### src/rtl/alu_share_arbiter.sv
// alu_share_arbiter: round-robin sharing of one external combinational ALU
// between two valid/ready requesters; operands and result are registered.
module alu_share_arbiter #(
  parameter int unsigned WIDTH = 64,
  parameter int unsigned SHW   = 6
) (
  input  logic               clk,
  input  logic               rst_n,
  input  logic [1:0]         req_valid,
  output logic [1:0]         req_ready,
  input  logic [2*WIDTH-1:0] req_a,
  input  logic [2*WIDTH-1:0] req_b,
  input  logic [2*SHW-1:0]   req_shamt,
  input  logic [5:0]         req_op,
  output logic [1:0]         rsp_valid,
  input  logic [1:0]         rsp_ready,
  output logic [WIDTH-1:0]   rsp_result,
  output logic               rsp_zero,
  output logic [WIDTH-1:0]   alu_a,
  output logic [WIDTH-1:0]   alu_b,
  output logic [SHW-1:0]     alu_shamt,
  output logic [2:0]         alu_op,
  input  logic [WIDTH-1:0]   alu_result,
  input  logic               alu_zero,
  output logic               busy
);

  typedef enum logic [1:0] {
    IDLE = 2'd0,
    EXEC = 2'd1,
    RESP = 2'd2
  } state_t;

  state_t           state_q;
  logic             last_grant_q;
  logic             owner_q;
  logic [WIDTH-1:0] alu_a_q;
  logic [WIDTH-1:0] alu_b_q;
  logic [SHW-1:0]   alu_shamt_q;
  logic [2:0]       alu_op_q;
  logic [WIDTH-1:0] rsp_result_q;
  logic             rsp_zero_q;

  logic [1:0]       grant;
  logic             win;

  // On a tie the requester that did not win last time is preferred;
  // last_grant resets to 1 so requester 0 takes the first tie.
  always_comb begin
    grant = '0;
    if (rst_n && state_q == IDLE) begin
      case (req_valid)
        2'b01:   grant = 2'b01;
        2'b10:   grant = 2'b10;
        2'b11:   grant = last_grant_q ? 2'b01 : 2'b10;
        default: grant = '0;
      endcase
    end
  end

  assign win = grant[1];

  always_ff @(posedge clk) begin
    if (!rst_n) begin
      state_q      <= IDLE;
      last_grant_q <= 1'b1;
      owner_q      <= 1'b0;
      alu_a_q      <= '0;
      alu_b_q      <= '0;
      alu_shamt_q  <= '0;
      alu_op_q     <= '0;
      rsp_result_q <= '0;
      rsp_zero_q   <= 1'b0;
    end else begin
      case (state_q)
        IDLE: begin
          if (|grant) begin
            alu_a_q      <= win ? req_a[2*WIDTH-1:WIDTH]   : req_a[WIDTH-1:0];
            alu_b_q      <= win ? req_b[2*WIDTH-1:WIDTH]   : req_b[WIDTH-1:0];
            alu_shamt_q  <= win ? req_shamt[2*SHW-1:SHW]   : req_shamt[SHW-1:0];
            alu_op_q     <= win ? req_op[5:3]              : req_op[2:0];
            owner_q      <= win;
            last_grant_q <= win;
            state_q      <= EXEC;
          end
        end
        EXEC: begin
          rsp_result_q <= alu_result;
          rsp_zero_q   <= alu_zero;
          state_q      <= RESP;
        end
        RESP: begin
          if (rsp_ready[owner_q]) begin
            state_q <= IDLE;
          end
        end
        default: state_q <= IDLE;
      endcase
    end
  end

  assign req_ready  = grant;
  assign rsp_valid  = (rst_n && state_q == RESP) ? (owner_q ? 2'b10 : 2'b01) : 2'b00;
  assign rsp_result = rsp_result_q;
  assign rsp_zero   = rsp_zero_q;
  assign alu_a      = alu_a_q;
  assign alu_b      = alu_b_q;
  assign alu_shamt  = alu_shamt_q;
  assign alu_op     = alu_op_q;
  assign busy       = (state_q != IDLE);

endmodule

### config.mk
export PLATFORM = sky130hd
export DESIGN_NAME = alu_share_arbiter
export DESIGN_NICKNAME = d
export VERILOG_FILES = /design/src/rtl/alu_share_arbiter.sv
export SDC_FILE = /design/constraint.sdc
export NUM_CORES = 1
export LEC_CHECK = 0
export CAP_MARGIN = 0
export CORE_AREA = 5 5 215 217
export CTS_CLUSTER_SIZE = 8
export DETAILED_ROUTE_END_ITERATION = 12
export DIE_AREA = 0 0 220 222
export SLEW_MARGIN = 20
export SYNTH_ARGS = -nofsm -noshare
export SYNTH_HDL_FRONTEND = slang
export SYNTH_SLANG_ARGS = --single-unit
### constraint.sdc
create_clock -name clk -period 1.5 [get_ports clk]
set_input_delay 0.3 -clock clk [delete_from_list [all_inputs] [get_ports clk]]
set_output_delay 0.3 -clock clk [all_outputs]
set_load 0.005 [all_outputs]
# Word level (Yosys, flattened, before mapping)
# Cells that the tools add are included.
word_totals:
  ff_bits: 206
  latch_bits: 0
  ramBits: 0
  mem_bits_ro: 0
  wordCells: 38
  mem_count: 0
classes:
  add_sub_neg: 0
  multipliers: 0
  div: 0
  order_cmp: 1
  n_eq_ne: 7
  n_shift: 0
  mux: 14
  bitwise: 0
  reduce_logical: 7
ops:
  columns: ["op", "n"]
  rows:
  - ["$mux 64", 2]
  - ["$mux 2", 6]
  - ["$pmux 2 s3", 2]
  - ["$eq 2x2->1 const B", 3]
  - ["$mux 6", 1]
  - ["$eq 2x1->1 const B", 2]
  - ["$reduce_and 2->1", 2]
  - ["$mux 3", 1]
  - ["$logic_and 1x1->1", 2]
  - ["$logic_not 2->1", 1]
  - ["$lt 1x2->1 const B", 1]
  - ["$mux 1", 2]
  - ["$ne 2x1->1 const B", 1]
  - ["$ne 2x2->1 const B", 1]
  - ["$reduce_bool 2->1", 1]
  - ["$reduce_or 2->1", 1]

# Logic depth before layout (Yosys ltp)
# Gate-level depths: netlist (run 1).
logic_depth:
  ltp_word: 6
  ltp_mapped: 6
  depth_no_buf: 3

# Worst setup path after synthesis (run 1)
# No wires, ideal clock.
synth_path:
  path_kind: "input to output"
  from: "input req_valid[1]"
  to: "output req_ready[1]"
  t_arrival_ns: 1.204
  required_ns: 1.200
  path_slack_ns: -0.004
  stages: 5
  path_buffers: 3
  path_cell_list: "buf_2 -> buf_1 -> clkbuf_1 -> nand3_1 -> inv_1"
synth_between:
  elab_chain_len: 3
  word_cells_on_any_way: 5
  classes_between: "eq/ne: 3; mux: 2"
synth_lines:
  columns: ["item", "line", "source"]
  rows:
  - ["start: declaration", "9", "input logic [1:0] req_valid,"]
  - ["$eq 2x2->1 or $eq 2x1->1 (tied branches)", "52", "case (req_valid)"]
  - ["$pmux 2 s3 *", "52", null]
  - ["$mux 2 *", "51", "if (rst_n && state_q == IDLE) begin"]
  - ["end: declaration", "10", "output logic [1:0] req_ready,"]
# Mark *: on every way between the ends. The rest lies on a longest branch, timed or not.

# Worst setup path in the final report (run 1)
layout_path:
  from: "register state_q[0]"
  to: "output req_ready[0]"
layout_between:
  elab_chain_len: 3
layout_lines:
  columns: ["item", "line", "source"]
  rows:
  - ["start: declaration", "34", "state_t state_q;"]
  - ["start signal: assignment", "65", "state_q <= IDLE;"]
  - ["start signal: assignment", "84", "state_q <= EXEC;"]
  - ["start signal: assignment", "90", "state_q <= RESP;"]
  - ["$logic_not 2->1", "51", null]
  - ["$logic_and 1x1->1", "51", null]
  - ["$mux 2", "51", null]
# Every way passes these cells.

==> results of run 1 <==
-- cell families (layout without fill, tap and decap cells) --
| family | count (synthesis) | in the layout | share of synthesized area |
|---|---|---|---|
| compound gates | 482 | 482 | 0.3212 |
| other cells | 0 | 5 | 0 |
| simple gates | 281 | 281 | 0.1567 |
| buf+inv | 161 | 766 | 0.07256 |
| flops | 206 | 206 | 0.4495 |
-- power breakdown --
part / internal, W / switching [W] / total, W
combinational: 0.00326 / 0.00260 / 0.00585
sequential: 0.00598 / 0.000271 / 0.00625
clock: 0.00341 / 0.00240 / 0.00581
-- layout make-up --
| class | instances | area [sq um] |
|---|---|---|
| Timing Repair Buffer | 731 | 8285 |
| Multi-Input combinational cell | 763 | 4901 |
| Tap cell | 592 | 740.7 |
| Clock inverter | 1 | 8.758 |
| Fill cell | 4322 | 25090 |
| Sequential cell | 206 | 4135 |
| Clock buffer | 30 | 739.5 |
| Antenna cell | 5 | 12.51 |
| Inverter | 4 | 20.02 |
-- cell usage in the layout (no fill, tap or decap), types with 2 or more instances in the layout --
cell type and n:
dfxtp_2 6, inv_1 2, clkbuf_2 8, clkdlybuf4s15_2 6, buf_12 56, buf_8 17
buf_16 34, o21ai_0 125, clkdlybuf4s50_1 342, buf_4 50, or2_4 2, a21oi_2 23
diode_2 5, inv_6 2, dfxtp_1 199, a311oi_1 81, dlygate4sd2_1 161, clkbuf_16 33
a21oi_1 179, o21ai_1 13, a311oi_2 56, clkdlybuf4s15_1 27, buf_6 25, nand4_1 137
nand2_1 131
-- per-stage QoR --
step                      hold WS (ns)  setup WS (ns)  std cells
after floorplan                 0.3889        0.03491       1130
after global placement          0.4436         -1.267       2190
after detailed placement        0.4467         -1.246       2190
after CTS                       0.2752        -0.6740       2317
after global routing            0.2912        -0.6654       2331
final                           0.2983        -0.5976       2332
-- flip-flops by register name, indices dropped and copies added (netlist names) --
signal,flops
alu_op,3
alu_a,64
alu_b,64
state_q,2
owner_q,1
rsp_zero,1
last_grant_q,1
rsp_result,64
alu_shamt,6
-- synth_stat cells --
cell type and number:
a211oi_1 1, a211oi_2 1, a21bo_2 1, a21oi_1 202, a311oi_1 137, and2_1 1, buf_1 9, buf_2 40
buf_4 3, clkbuf_1 105, clkinv_1 1, dfxtp_1 206, inv_1 3, nand2_1 132, nand2b_1 2, nand3_1 1
nand4_1 137, nor2_1 1, nor2b_1 2, nor3_1 1, nor3b_4 1, o211ai_1 1, o21a_1 1, o21ai_0 128
o21ai_1 10, or2_1 1, or2_2 1, or3b_1 1
-- worst min path at each step --
stage | start | to | slack (ns) | depth (start not counted)
final | alu_result[62] | rsp_result[62] | 0.30 | 3
after detailed placement | rsp_result[6] | rsp_result[6] | 0.45 | 2
after global placement | rsp_result[19] | rsp_result[19] | 0.44 | 2
after CTS | alu_result[62] | rsp_result[62] | 0.28 | 3
after floorplan | rst_n | last_grant_q | 0.39 | 1
after global routing | alu_result[40] | rsp_result[40] | 0.29 | 3
-- critical path, stage by stage, from the launching register on --
cell	delay (ns)
dfxtp_2	0.32
or3b_4	0.42
a211oi_4	0.26
buf_4	0.17
buf_6	0.08
-- repair_timing --
action                                  4_1_cts  5_1_grt
cloned                                       45        4
resized for setup                           412      142
setup buffers                                52       30
endpoints found under the setup margin      393      216
pin swaps                                   151       95
-- per-layer routing --
layer | up-vias | GRT usage | part of all wire
li1 | 5541 | - | -
met1 | 5909 | 0.2448 | 0.39
met2 | 629 | 0.3395 | 0.49
met3 | 76 | 0.06678 | 0.10
met4 | 4 | 0.05516 | 0.025
met5 | - | 0 | 0.00050
==> metrics.txt, run 1 <==
run status complete, but fails checks; failing checks negative setup slack; post-route setup slack -0.5976 ns; Die Height roughly 220 um; RSZ-0062 raised after global routing yes; sequential fraction of the synthesis area 0.4495; first-pass GRT wire length just under 80000 um; DRC Markers 0; Gate Count Post-Synth 1130; cts hold-fix bufs 0; 1st-pass router iterations 5; Skew-Pair Late Insertion Delay about 0.55 ns; DR iter-0 viols 735; Worst Setup SP state_q[0]; num ports around 550; R2R Setup Slk -0.54 ns; Final TNS setup -63.72 ns; Finished Core Util 0.4289; post-synth top area cell dfxtp_1; WL/cell ~23 um; via count 12160; Die Span X roughly 220 um; TritonCTS Sinks between 200 and 250; fmax 0.4767 GHz; Distinct cells, synth 28; Tightest Pin Transition a little over 0.6 ns; H-Tree Depth 1; TritonCTS clock tree done; layout cells sized above 1 0.1925; peak supply drop 0.6393 mV; input/output buffers roughly 550; Core ar. approximately 0.044 sq mm; P&R area growth vs syn 105.4%; CTS Buffer Depth 3; #FFs+latches synth 206; Critical Path RT roughly 1.2 ns; Net Count, Synth about 1500; Syn. warnings 0; Leak about 7 nW; hpwl dp between 30000 and 40000 um; Power Dens Cells approximately 950 mW/mm^2; initial antenna violation count 8; Crit Path Max Fanout 2; clock skew between 0.015 and 0.02 ns; Initial Utilization 0.2088; Yosys top cell area share 0.4495; Clock transition at path regs ~0.05 ns; Relative slew margins 0.5931; Root Buffer clkbuf_16; Detailed Route WL around 54000 um; GRT Util Overall 0.2012; R2R depth 11; Mean Syn Cell Area about 8.1 sq um; fin crit share 1.398; grt total ovfl 0; vias in the first global route about 12000; final setup violation count between 100 and 150; final slew viol count 0; RePlAce Congestion just over 0.8; Reg-to-Reg Start state_q[0]; routed vias/inst about 5.2; Worst Path Class, Setup reg -> out; Worst Setup EP req_ready[0]; Num CTS Buffers 29; die footprint around 0.049 sq mm; overall power 0.01792 W; Nets approximately 2100; Final Hold Fails 0; Setup crit start kind flip-flop; row count a little under 80; Worst Setup End Kind output pin; Worst EP arrival ~1.8 ns; Hold Path Class in -> reg; Post-DRT Antenna Nets 0; Max Cap Viol 0; Syn Std Cell Area 0.009174 sq mm; synth top area cells dfxtp_1 45%, a311oi_1 13%, a21oi_1 11%; Crit Reg-Reg Endpoint alu_b[29]; crit path time final 2.098 ns; post-route cell area between 0.015 and 0.02 sq mm; largest net degree at the start of global routing 103; DP Area ~0.016 sq mm
No activity file was read; power rests on OpenSTA's default activity.
==> run 2: changes to the inputs <==
Settings changed: CORE_AREA 5 5 215 217 to 3 3 213 215, DIE_AREA 0 0 220 222 to 0 0 216 218.
==> run 2 against run 1 <==
The flow still finishes with violations (negative setup slack); final cell count is 1.4% lower; via count is 0.23% higher; combinational power is 3% lower; non-clock buffer count is 30 lower; count of clock-buffer cells in the layout is 1 higher; fmax is 7.6% higher; cell area is 1.0% lower; power is 1.1% lower; critical endpoint unchanged; largest cell class unchanged; largest power group unchanged; highest routed layer unchanged.
==> metrics.txt, run 2 (synthesis results as in run 1) <==
layout cells sized above 1 0.2117; most common cell after layout, fill and taps aside clkdlybuf4s50_1; die footprint ~0.047 sq mm; WL/cell roughly 23 um; Power Dens Cells between 900 and 1000 mW/mm^2; Hold Path Class in -> reg; Crit Path Max Fanout 2; CTS Buffer Depth 3; routed vias/inst roughly 5.3; Skew-Pair Late Insertion Delay around 0.55 ns; Worst Setup End Kind output pin; grt total ovfl 0; Slowest Stage Delay on Critical Path 0.41 ns; Post-DRT Antenna Nets 0; peak supply drop between 0.7 and 0.8 mV; Clock transition at path regs about 0.060 ns; Finished Core Util 0.4244; input/output buffers about 550; first-pass GRT wire length between 70000 and 80000 um; Die Span X between 200 and 250 um; crit path time final slightly below 2 ns; H-Tree Depth 1; failing checks negative setup slack; fin crit share 1.299; Final TNS setup -51.05 ns; final slew viol count 0; RSZ-0062 raised after global routing yes; Relative slew margins 0.4498; hpwl dp between 30000 and 40000 um; 1st-pass router iterations 5; initial antenna violation count 6; Setup crit start kind flip-flop; clock skew between 0.02 and 0.025 ns; Core ar. roughly 0.044 sq mm; Critical Path RT 1.20 ns; P&R area growth vs syn 103.2%; Tightest Pin Transition around 0.83 ns; DRC Markers 0; GRT Util Overall 0.1952; Worst EP arrival 1.65 ns; post-route cell area 0.01865 sq mm; Leak between 7 and 8 nW; Max Cap Viol 0; largest net degree at the start of global routing between 100 and 150; TritonCTS Sinks between 200 and 250; RePlAce Congestion about 0.81; placed insts between 2000 and 2500; TritonCTS clock tree done; final setup violation count around 190; row count 77; Nets a little over 2000; Detailed Route WL roughly 53000 um; num ports about 550; via count approximately 12000; Cell Chain, Critical Path or3b_4 -> a211oi_4 -> buf_2; run status complete, but fails checks; vias in the first global route roughly 12000; fmax between 0.5 and 0.6 GHz; DR iter-0 viols between 700 and 800; Root Buffer clkbuf_16; Layout Cells excl Fill 2300; Final Hold Fails 0; post-route setup slack -0.4488 ns; Worst Path Class, Setup reg -> out; Filler cells roughly 4400; Die Height approximately 220 um; Num CTS Buffers 29; Initial Utilization 0.2088; most frequent cells in the layout 343 x clkdlybuf4s50_1, 187 x dfxtp_1, 171 x dlygate4sd2_1; Worst path slowest cell or3b_4; DP Area between 0.015 and 0.02 sq mm
[run 2: worst paths after layout]
| path | from | end | slack, ns | depth (start not counted) |
|---|---|---|---|---|
| worst min register to register | rsp_result[32] | rsp_result[32] | 0.45 | 2 |
| worst max-delay path | state_q[0] | req_ready[0] | -0.45 | 3 |
| worst min-delay path | req_valid[1] | alu_a[38] | 0.27 | 4 |
| worst max register to register | state_q[1] | alu_a[12] | -0.41 | 10 |
[run 2: cell type report]
type / count / area, sq um / area share
repair buffers: 701 / 7856 / 0.4214
multi-input cells: 763 / 5140 / 0.2757
flip-flops and latches: 206 / 4148 / 0.2225
well taps: 592 / 740.7 / 0.03973
clock buffers: 31 / 733.2 / 0.03932
inverters: 4 / 20.02 / 0.001074
diodes: 3 / 7.507 / 0.0004026
[run 2: report_power, final]
group / total (W) / internal (W) / switching (W) / leakage [nW]
logic: 0.00569 / 0.00310 / 0.00259 / 4.96
registers: 0.00628 / 0.00599 / 0.000284 / 1.70
clock network: 0.00575 / 0.00336 / 0.00239 / 0.360
total: 0.0177 / 0.0125 / 0.00526 / 7.03
[run 2: metal layers]
metal  vias up  global-route usage  share of wire
li1       5485                   -              -
met1      5890              0.2362           0.39
met2       695              0.3347           0.49
met3       115             0.05601          0.092
met4         2             0.06325          0.033
met5         -                   0        0.00025
[run 2: stage by stage]
stage	hold WS (ns)	setup WS (ns)	total power [W]
6_report	0.2677	-0.4488	0.01771
5_1_grt	0.2487	-0.5302	0.01841
4_1_cts	0.2244	-0.4702	0.01726
3_5_place_dp	0.4478	-0.8273	0.01070
3_3_place_gp	0.4428	-0.7977	0.01066
2_1_floorplan	0.3889	0.03491	0.007968
[run 2: repair_timing]
action,4_1_cts,5_1_grt
buffers inserted,36,26
endpoints found under the setup margin,345,178
hold buffers,0,0
resized for setup,345,224
pin swaps,49,130
gates cloned,33,15
[run 2: worst max-delay path, delay by kind of cell, from the launching register on]
family / cells / cell delay [ns]
simple gates: 1 / 0.41
flops: 1 / 0.32
compound gates: 1 / 0.18
buf+inv: 1 / 0.18
